==> config.mk <==
export PLATFORM = sky130hd
export DESIGN_NAME = mdu_unit
export DESIGN_NICKNAME = d
export VERILOG_FILES = /design/src/rtl/mdu_unit_pkg.sv /design/src/rtl/mdu_div_core.sv /design/src/rtl/mdu_unit.sv
export SDC_FILE = /design/constraint.sdc
export NUM_CORES = 2
export LEC_CHECK = 0
export BUFFER_PORTS_ARGS = -buffer_cell sky130_fd_sc_hd__buf_2
export CAP_MARGIN = 0
export CORE_MARGIN = 2
export CORE_UTILIZATION = 40
export DETAILED_ROUTE_END_ITERATION = 6
export GPL_ROUTABILITY_DRIVEN = 0
export PLACE_DENSITY = 0.57
export SYNTH_ARGS = -nofsm -noshare
export SYNTH_HDL_FRONTEND = slang
export SYNTH_SLANG_ARGS = --single-unit
==> constraint.sdc <==
create_clock -name clk -period 25.8 [get_ports clk]
set_clock_uncertainty 0.05 [all_clocks]
set_input_delay 5.16 -clock clk [delete_from_list [all_inputs] [get_ports clk]]
set_output_delay 5.16 -clock clk [all_outputs]
set_load 0.005 [all_outputs]
==> src/rtl/mdu_unit_pkg.sv <==
// mdu_unit_pkg: shared definitions for the RV M-extension multiply/divide unit.
//   XLEN        operand/result width (32, or 64 when __RV64__ is defined)
//   OP_*        bit positions inside the one-hot op vector from the decoder
//   mdu_state_t FSM state encoding (IDLE/MUL/DIV/DONE)
//   lowest_bit  isolates the lowest set bit of a (possibly multi-hot) op vector
//   mag         two's-complement magnitude when the operand is treated as signed
package mdu_unit_pkg;

`ifdef __RV64__
  localparam int XLEN = 64;
`else
  localparam int XLEN = 32;
`endif

  localparam int OP_W      = 8;
  localparam int OP_MUL    = 0;
  localparam int OP_MULH   = 1;
  localparam int OP_MULHSU = 2;
  localparam int OP_MULHU  = 3;
  localparam int OP_DIV    = 4;
  localparam int OP_DIVU   = 5;
  localparam int OP_REM    = 6;
  localparam int OP_REMU   = 7;

  localparam logic [XLEN-1:0] XMIN = {1'b1, {(XLEN-1){1'b0}}};

  typedef enum logic [1:0] {
    S_IDLE = 2'd0,
    S_MUL  = 2'd1,
    S_DIV  = 2'd2,
    S_DONE = 2'd3
  } mdu_state_t;

  function automatic logic [OP_W-1:0] lowest_bit(input logic [OP_W-1:0] v);
    return v & (-v);
  endfunction

  function automatic logic [XLEN-1:0] mag(input logic [XLEN-1:0] x, input logic is_signed);
    return (is_signed && x[XLEN-1]) ? -x : x;
  endfunction

endpackage

==> src/rtl/mdu_div_core.sv <==
// mdu_div_core: iterative unsigned restoring radix-2 divider, one quotient bit per cycle.
//   clk        core clock, rising edge
//   rst        asynchronous reset, active-high
//   start      load dividend/divisor and begin; takes priority over a running division
//   dividend   unsigned dividend (sampled on start)
//   divisor    unsigned divisor (sampled on start, must be non-zero for a meaningful result)
//   busy       high for exactly XLEN cycles after start
//   quotient   final quotient once busy falls
//   remainder  final remainder once busy falls
module mdu_div_core
  import mdu_unit_pkg::*;
(
  input  logic            clk,
  input  logic            rst,
  input  logic            start,
  input  logic [XLEN-1:0] dividend,
  input  logic [XLEN-1:0] divisor,
  output logic            busy,
  output logic [XLEN-1:0] quotient,
  output logic [XLEN-1:0] remainder
);

  localparam int CW = $clog2(XLEN);

  logic [CW-1:0]   count_reg;
  logic            busy_reg;
  logic [XLEN-1:0] part_reg;   // partial remainder, always < divisor
  logic [XLEN-1:0] quo_reg;    // dividend bits shift out the top, quotient bits in the bottom
  logic [XLEN-1:0] dsr_reg;

  logic [XLEN:0] shifted;
  logic [XLEN:0] diff;

  // Because part_reg < divisor, shifted < 2*divisor, so a non-negative diff
  // always fits XLEN bits and diff[XLEN] is a clean borrow flag.
  assign shifted = {part_reg, quo_reg[XLEN-1]};
  assign diff    = shifted - {1'b0, dsr_reg};

  always_ff @(posedge clk or posedge rst) begin
    if (rst) begin
      count_reg <= '0;
      busy_reg  <= 1'b0;
      part_reg  <= '0;
      quo_reg   <= '0;
      dsr_reg   <= '0;
    end else if (start) begin
      count_reg <= CW'(XLEN - 1);
      busy_reg  <= 1'b1;
      part_reg  <= '0;
      quo_reg   <= dividend;
      dsr_reg   <= divisor;
    end else if (busy_reg) begin
      if (diff[XLEN]) begin
        part_reg <= shifted[XLEN-1:0];
        quo_reg  <= {quo_reg[XLEN-2:0], 1'b0};
      end else begin
        part_reg <= diff[XLEN-1:0];
        quo_reg  <= {quo_reg[XLEN-2:0], 1'b1};
      end
      if (count_reg == '0) begin
        busy_reg <= 1'b0;
      end else begin
        count_reg <= count_reg - CW'(1);
      end
    end
  end

  assign busy      = busy_reg;
  assign quotient  = quo_reg;
  assign remainder = part_reg;

endmodule

==> src/rtl/mdu_unit.sv <==
// mdu_unit: multicycle RV M-extension execute unit (mul/mulh/mulhsu/mulhu/div/divu/rem/remu).
//   clk        core clock, rising edge
//   rst        asynchronous reset, active-high
//   in_valid   operation request
//   in_ready   high only in IDLE
//   op         one-hot {remu,rem,divu,div,mulhu,mulhsu,mulh,mul}; lowest set bit wins
//   rs1, rs2   operands, latched on accept
//   flush      kills the in-flight op at the next edge; result is left untouched
//   out_valid  high exactly in DONE, held until out_ready
//   out_ready  consumer takes the result
//   result     rd value, stable while out_valid
// Build option MDU_ITER_MUL_EN: shift-add multiplier (XLEN iterations) instead of
// a single-cycle combinational multiply.
module mdu_unit
  import mdu_unit_pkg::*;
(
  input  logic            clk,
  input  logic            rst,
  input  logic            in_valid,
  output logic            in_ready,
  input  logic [OP_W-1:0] op,
  input  logic [XLEN-1:0] rs1,
  input  logic [XLEN-1:0] rs2,
  input  logic            flush,
  output logic            out_valid,
  input  logic            out_ready,
  output logic [XLEN-1:0] result
);

  mdu_state_t state_reg, state_next;
  logic [XLEN-1:0] result_reg, result_next;

  // Decode of the incoming request
  logic [OP_W-1:0] op_sel;
  logic            accept;
  logic            is_mul, is_div;
  logic            sgn_a, sgn_b;
  logic [XLEN-1:0] a_mag, b_mag;
  logic            neg_q, neg_r;
  logic            special;
  logic [XLEN-1:0] spec_val;

  // Attributes of the accepted op
  logic            want_low_reg;   // mul: low half of the product
  logic            want_rem_reg;   // rem/remu: remainder instead of quotient
  logic            special_reg;
  logic [XLEN-1:0] spec_val_reg;
  logic            neg_q_reg;      // negate quotient / high product
  logic            neg_r_reg;      // negate remainder

  assign op_sel = lowest_bit(op);
  assign accept = in_valid && (state_reg == S_IDLE) && !flush;
  assign is_mul = |op_sel[OP_MULHU:OP_MUL];
  assign is_div = |op_sel[OP_REMU:OP_DIV];
  assign sgn_a  = op_sel[OP_MULH] | op_sel[OP_MULHSU] | op_sel[OP_DIV] | op_sel[OP_REM];
  assign sgn_b  = op_sel[OP_MULH] | op_sel[OP_DIV] | op_sel[OP_REM];
  assign a_mag  = mag(rs1, sgn_a);
  assign b_mag  = mag(rs2, sgn_b);
  assign neg_q  = (sgn_a & rs1[XLEN-1]) ^ (sgn_b & rs2[XLEN-1]);
  assign neg_r  = sgn_a & rs1[XLEN-1];

  // Cases that are resolved without iterating. They still pass through the
  // DIV state for one cycle so every non-iterating op has the same latency.
  always_comb begin
    special  = 1'b0;
    spec_val = '0;
    if (op_sel == '0) begin
      special = 1'b1;
    end else if (is_div && rs2 == '0) begin
      special  = 1'b1;
      spec_val = (op_sel[OP_DIV] | op_sel[OP_DIVU]) ? '1 : rs1;
    end else if ((op_sel[OP_DIV] | op_sel[OP_REM]) && rs1 == XMIN && rs2 == '1) begin
      special  = 1'b1;
      spec_val = op_sel[OP_DIV] ? XMIN : '0;
    end
  end

  // Divider path
  logic            div_busy;
  logic [XLEN-1:0] div_q, div_r;
  logic [XLEN-1:0] div_res;

  mdu_div_core u_div (
    .clk       (clk),
    .rst       (rst),
    .start     (accept && is_div && !special),
    .dividend  (a_mag),
    .divisor   (b_mag),
    .busy      (div_busy),
    .quotient  (div_q),
    .remainder (div_r)
  );

  assign div_res = want_rem_reg ? (neg_r_reg ? -div_r : div_r)
                                : (neg_q_reg ? -div_q : div_q);

  // Multiplier path
  logic            mul_done;
  logic [XLEN-1:0] mul_res;

`ifdef MDU_ITER_MUL_EN
  localparam int CW = $clog2(XLEN + 1);

  logic [CW-1:0]     cnt_reg;     // iterations remaining, XLEN down to 0
  logic [XLEN-1:0]   mcand_reg;
  logic [2*XLEN-1:0] acc_reg;     // {partial product, multiplier bits not yet consumed}
  logic [XLEN:0]     acc_sum;
  logic [2*XLEN-1:0] acc_step;
  logic [2*XLEN-1:0] acc_fix;

  assign acc_sum  = {1'b0, acc_reg[2*XLEN-1:XLEN]} + (acc_reg[0] ? {1'b0, mcand_reg} : '0);
  assign acc_step = {acc_sum, acc_reg[XLEN-1:1]};
  assign acc_fix  = neg_q_reg ? -acc_reg : acc_reg;
  assign mul_done = (cnt_reg == '0);
  assign mul_res  = want_low_reg ? acc_fix[XLEN-1:0] : acc_fix[2*XLEN-1:XLEN];

  always_ff @(posedge clk or posedge rst) begin
    if (rst) begin
      cnt_reg   <= '0;
      mcand_reg <= '0;
      acc_reg   <= '0;
    end else if (accept) begin
      cnt_reg   <= CW'(XLEN);
      mcand_reg <= a_mag;
      acc_reg   <= {{XLEN{1'b0}}, b_mag};
    end else if (state_reg == S_MUL && cnt_reg != '0) begin
      cnt_reg <= cnt_reg - CW'(1);
      acc_reg <= acc_step;
    end
  end
`else
  logic [XLEN-1:0]          a_reg, b_reg;
  logic                     ext_a_reg, ext_b_reg;
  logic signed [XLEN:0]     a_ext, b_ext;
  logic signed [2*XLEN-1:0] a_wide, b_wide, prod;

  // Each operand is widened by one bit (sign or zero) so one signed multiply
  // covers the s*s, s*u and u*u flavours.
  assign a_ext    = {ext_a_reg & a_reg[XLEN-1], a_reg};
  assign b_ext    = {ext_b_reg & b_reg[XLEN-1], b_reg};
  assign a_wide   = {{(XLEN-1){a_ext[XLEN]}}, a_ext};
  assign b_wide   = {{(XLEN-1){b_ext[XLEN]}}, b_ext};
  assign prod     = a_wide * b_wide;
  assign mul_done = 1'b1;
  assign mul_res  = want_low_reg ? prod[XLEN-1:0] : prod[2*XLEN-1:XLEN];

  always_ff @(posedge clk or posedge rst) begin
    if (rst) begin
      a_reg     <= '0;
      b_reg     <= '0;
      ext_a_reg <= 1'b0;
      ext_b_reg <= 1'b0;
    end else if (accept) begin
      a_reg     <= rs1;
      b_reg     <= rs2;
      ext_a_reg <= op_sel[OP_MULH] | op_sel[OP_MULHSU];
      ext_b_reg <= op_sel[OP_MULH];
    end
  end
`endif

  // Request attributes
  always_ff @(posedge clk or posedge rst) begin
    if (rst) begin
      want_low_reg <= 1'b0;
      want_rem_reg <= 1'b0;
      special_reg  <= 1'b0;
      spec_val_reg <= '0;
      neg_q_reg    <= 1'b0;
      neg_r_reg    <= 1'b0;
    end else if (accept) begin
      want_low_reg <= op_sel[OP_MUL];
      want_rem_reg <= op_sel[OP_REM] | op_sel[OP_REMU];
      special_reg  <= special;
      spec_val_reg <= spec_val;
      neg_q_reg    <= neg_q;
      neg_r_reg    <= neg_r;
    end
  end

  // FSM state register
  always_ff @(posedge clk or posedge rst) begin
    if (rst) begin
      state_reg  <= S_IDLE;
      result_reg <= '0;
    end else begin
      state_reg  <= state_next;
      result_reg <= result_next;
    end
  end

  // FSM next state and outputs
  always_comb begin
    state_next  = state_reg;
    result_next = result_reg;
    in_ready    = (state_reg == S_IDLE);
    out_valid   = (state_reg == S_DONE);
    case (state_reg)
      S_IDLE: begin
        if (accept) begin
          state_next = is_mul ? S_MUL : S_DIV;
        end
      end
      S_MUL: begin
        if (mul_done) begin
          state_next  = S_DONE;
          result_next = mul_res;
        end
      end
      S_DIV: begin
        if (special_reg) begin
          state_next  = S_DONE;
          result_next = spec_val_reg;
        end else if (!div_busy) begin
          state_next  = S_DONE;
          result_next = div_res;
        end
      end
      S_DONE: begin
        if (out_ready) begin
          state_next = S_IDLE;
        end
      end
      default: state_next = S_IDLE;
    endcase
    // A kill wins over everything else; the last delivered result stays visible.
    if (flush) begin
      state_next  = S_IDLE;
      result_next = result_reg;
    end
  end

  assign result = result_reg;

endmodule

==> out/summary.txt <==
Drc violations: 0
Synthesized area: 53200 um^2
DR vias/cell: 5.30
Die height: 369 um
Area Overhead vs Synth: 5.77%
Post-layout worst setup margin: 16.71 ns
# setup viols final: 0
Total GRT Usage: 23.1%
PostCTS Resize Cnt: 0
Post-synthesis cell count: 5975
Wirelength per Cell: 20.1 um
Hold EP: spec_val_reg[14]$_DFFE_PP0P_
Library cells used by synthesis: 81
Cts hold-fix bufs: 0
Hold path cells: 2
Flop and latch count out of synthesis: 239
Initial antenna violation count: 5
Critical path required time: 26.24 ns
Worst Setup SP: ext_a_reg$_DFFE_PP0P_
Reg2reg start: ext_a_reg$_DFFE_PP0P_
Core area: 132000 um^2
Synth Flop Type: dfrtp_1
Nets@finish: 7315
Share of layout cells above drive strength 1: 5.94%
Post-synth net total: 7432
CTS buffer count: 29
Post-route ant nets: 0
Total congestion overflow: 0
Post-Route M1 WL: 66800 um
Final core utilization: 42.7%
Largest net degree at the start of global routing: 124
Clock net sink count: 239
RR Endpoint: result[27]$_DFFE_PP0P_
Synth area leaders: fa_1, dfrtp_1, inv_1
Worst-Margin Slew: 1.26 ns
IO Pins: 111
CP Max Fanout: 19
CP startpoint kind: flip-flop
Relative slew slack: 15.9%
Cell Rows: 133
Worst skew pair latency: 0.59 ns
Max-Cap Viols: 0
First-pass GRT wire length: 247000 um
Hold_sp: spec_val_reg[14]$_DFFE_PP0P_
Final hold viol count: 0
EDFF count, synth: 0
IO Port Bufs: 110
Top-count cell post-synth: inv_1
Outcome: complete, no violations
Most instantiated cells after synthesis: inv_1, fa_1, nand2_1
Die Span X: 369 um
Hold crit path type: flip-flop to flip-flop
Unrepaired setup endpoints after global routing: false
Minimum clock period: 9.09 ns
R2r worst-path depth: 27
Root buffer cell: clkbuf_16
Postcts setup bufs: 0
Post-synthesis sequential area ratio: 11.2%
Syn Area/Cell: 8.91 um^2
Setup slack after placement: 16.73 ns
DRT Wirelength: 154000 um
Cell taking the most area after synthesis: fa_1
Via count: 40450
Met2 Wirelength: 74100 um
Slew Limit Fails: 0
DR pass1 iterations: 5
Top-area cell type share of the netlist area: 42.3%
Setup_tns: 0 ns
Vias in the first global route: 42989
Async set or reset register ratio after synthesis: 100%
YS warnings: 0
Peak Freq: 0.110 GHz
Clock slew at reported path FFs: 0.06 ns
Worst R2R Setup Slack: 16.71 ns
Starting Density: 40.4%
WP data arrival: 9.53 ns
Critical path capture point type: flip-flop
Tcrit/Tclk final: 35.2%
Die Area: 136000 um^2
Deepest clock path buffer count: 3
DP HPWL: 123000 um
Metal3 WL: 8460 um
Max Used Layer: met4
H-tree levels: 1
CP Class: flip-flop to flip-flop
Iter 0 DRT Violations: 2845
CTS tree: built
## layer usage
| layer | global-route usage, % | vias to the layer above |
|---|---|---|
| li1 | - | 17953 |
| met1 | 31.7 | 21204 |
| met2 | 39.1 | 1098 |
| met3 | 2.40 | 195 |
| met4 | 5.86 | 0 |
| met5 | 0 | - |
## layout by cell type (no fill, tap or decap), types with 21 or more instances in the layout
master and n:
inv_1 1187, fa_1 1126, nand2_1 965, and2_1 357
ha_1 254, o21ai_0 236, dfrtp_1 219, nor2_1 188
a21oi_1 187, xnor2_1 131, buf_2 110, xor2_1 81
buf_4 74, mux2_2 63, mux2i_1 48, nor3_1 43
o31ai_1 42, a21o_1 41, nand3_1 36, and3_1 30
clkbuf_16 29, a211oi_1 23, o21ai_1 22, nand4_1 21
or3_1 21
## critical path: stages (launching register included)
cell	delay, ns
dfrtp_1	0.77
and2_1	0.22
buf_4	0.24
nand2_1	0.16
inv_1	0.13
fa_1	0.39
inv_1	0.23
fa_1	0.51
inv_1	0.19
fa_1	0.48
fa_1	0.85
inv_1	0.35
fa_1	0.56
inv_1	0.05
fa_1	0.53
inv_1	0.05
fa_1	0.45
fa_1	0.48
inv_1	0.04
ha_1	0.37
nand2_1	0.13
nor2_1	0.22
and3_1	0.20
o211ai_1	0.12
and2_0	0.32
or4_1	0.55
a21o_1	0.17
a41oi_1	0.16
## how the worst max path moves through the flow
stage	to	depth (start not counted)
finish	result[27]$_DFFE_PP0P_	27
global route	result[28]$_DFFE_PP0P_	26
CTS	result[28]$_DFFE_PP0P_	26
detailed placement	result[28]$_DFFE_PP0P_	26
global placement	result[27]$_DFFE_PP0P_	27
floorplan	a_reg[0]$_DFFE_PP0P_	1
## cells by family (layout without fill, tap and decap cells)
kind of cell | after synthesis | after routing | share of synthesized area [%]
XOR/XNOR | 213 | 213 | 3.50
AND/OR/NAND/NOR | 1779 | 1779 | 15.5
other | 0 | 4 | 0
buffers and inverters | 1522 | 1427 | 10.8
flip-flops | 239 | 239 | 11.2
multiplexers | 111 | 111 | 2.23
AO/OA/AOI/OAI | 731 | 731 | 8.44
adder cells (fa/ha/maj) | 1380 | 1380 | 48.3
## cell type report
type                            instances  area, um^2
Antenna cell                            4        10.0
Inverter                             1190        4470
Sequential cell                       239        6010
Clock buffer                           40         817
Tap cell                             1755        2200
Clock inverter                         13         178
Timing Repair Buffer                  184        1110
Multi-Input combinational cell       4214       41500
Fill cell                           13136       75500
## stage by stage
stage,instance area [um^2],hold slack [ns],cells
floorplan,53200,0.395,5975
global placement,55300,0.410,7582
detailed placement,55300,0.420,7582
CTS,56300,0.432,7635
global route,56300,0.452,7636
finish,56300,0.430,7639
Power is left out: the tool's default activity adds up to more than one toggle a clock period on the data nets, which glitch-free logic cannot reach.
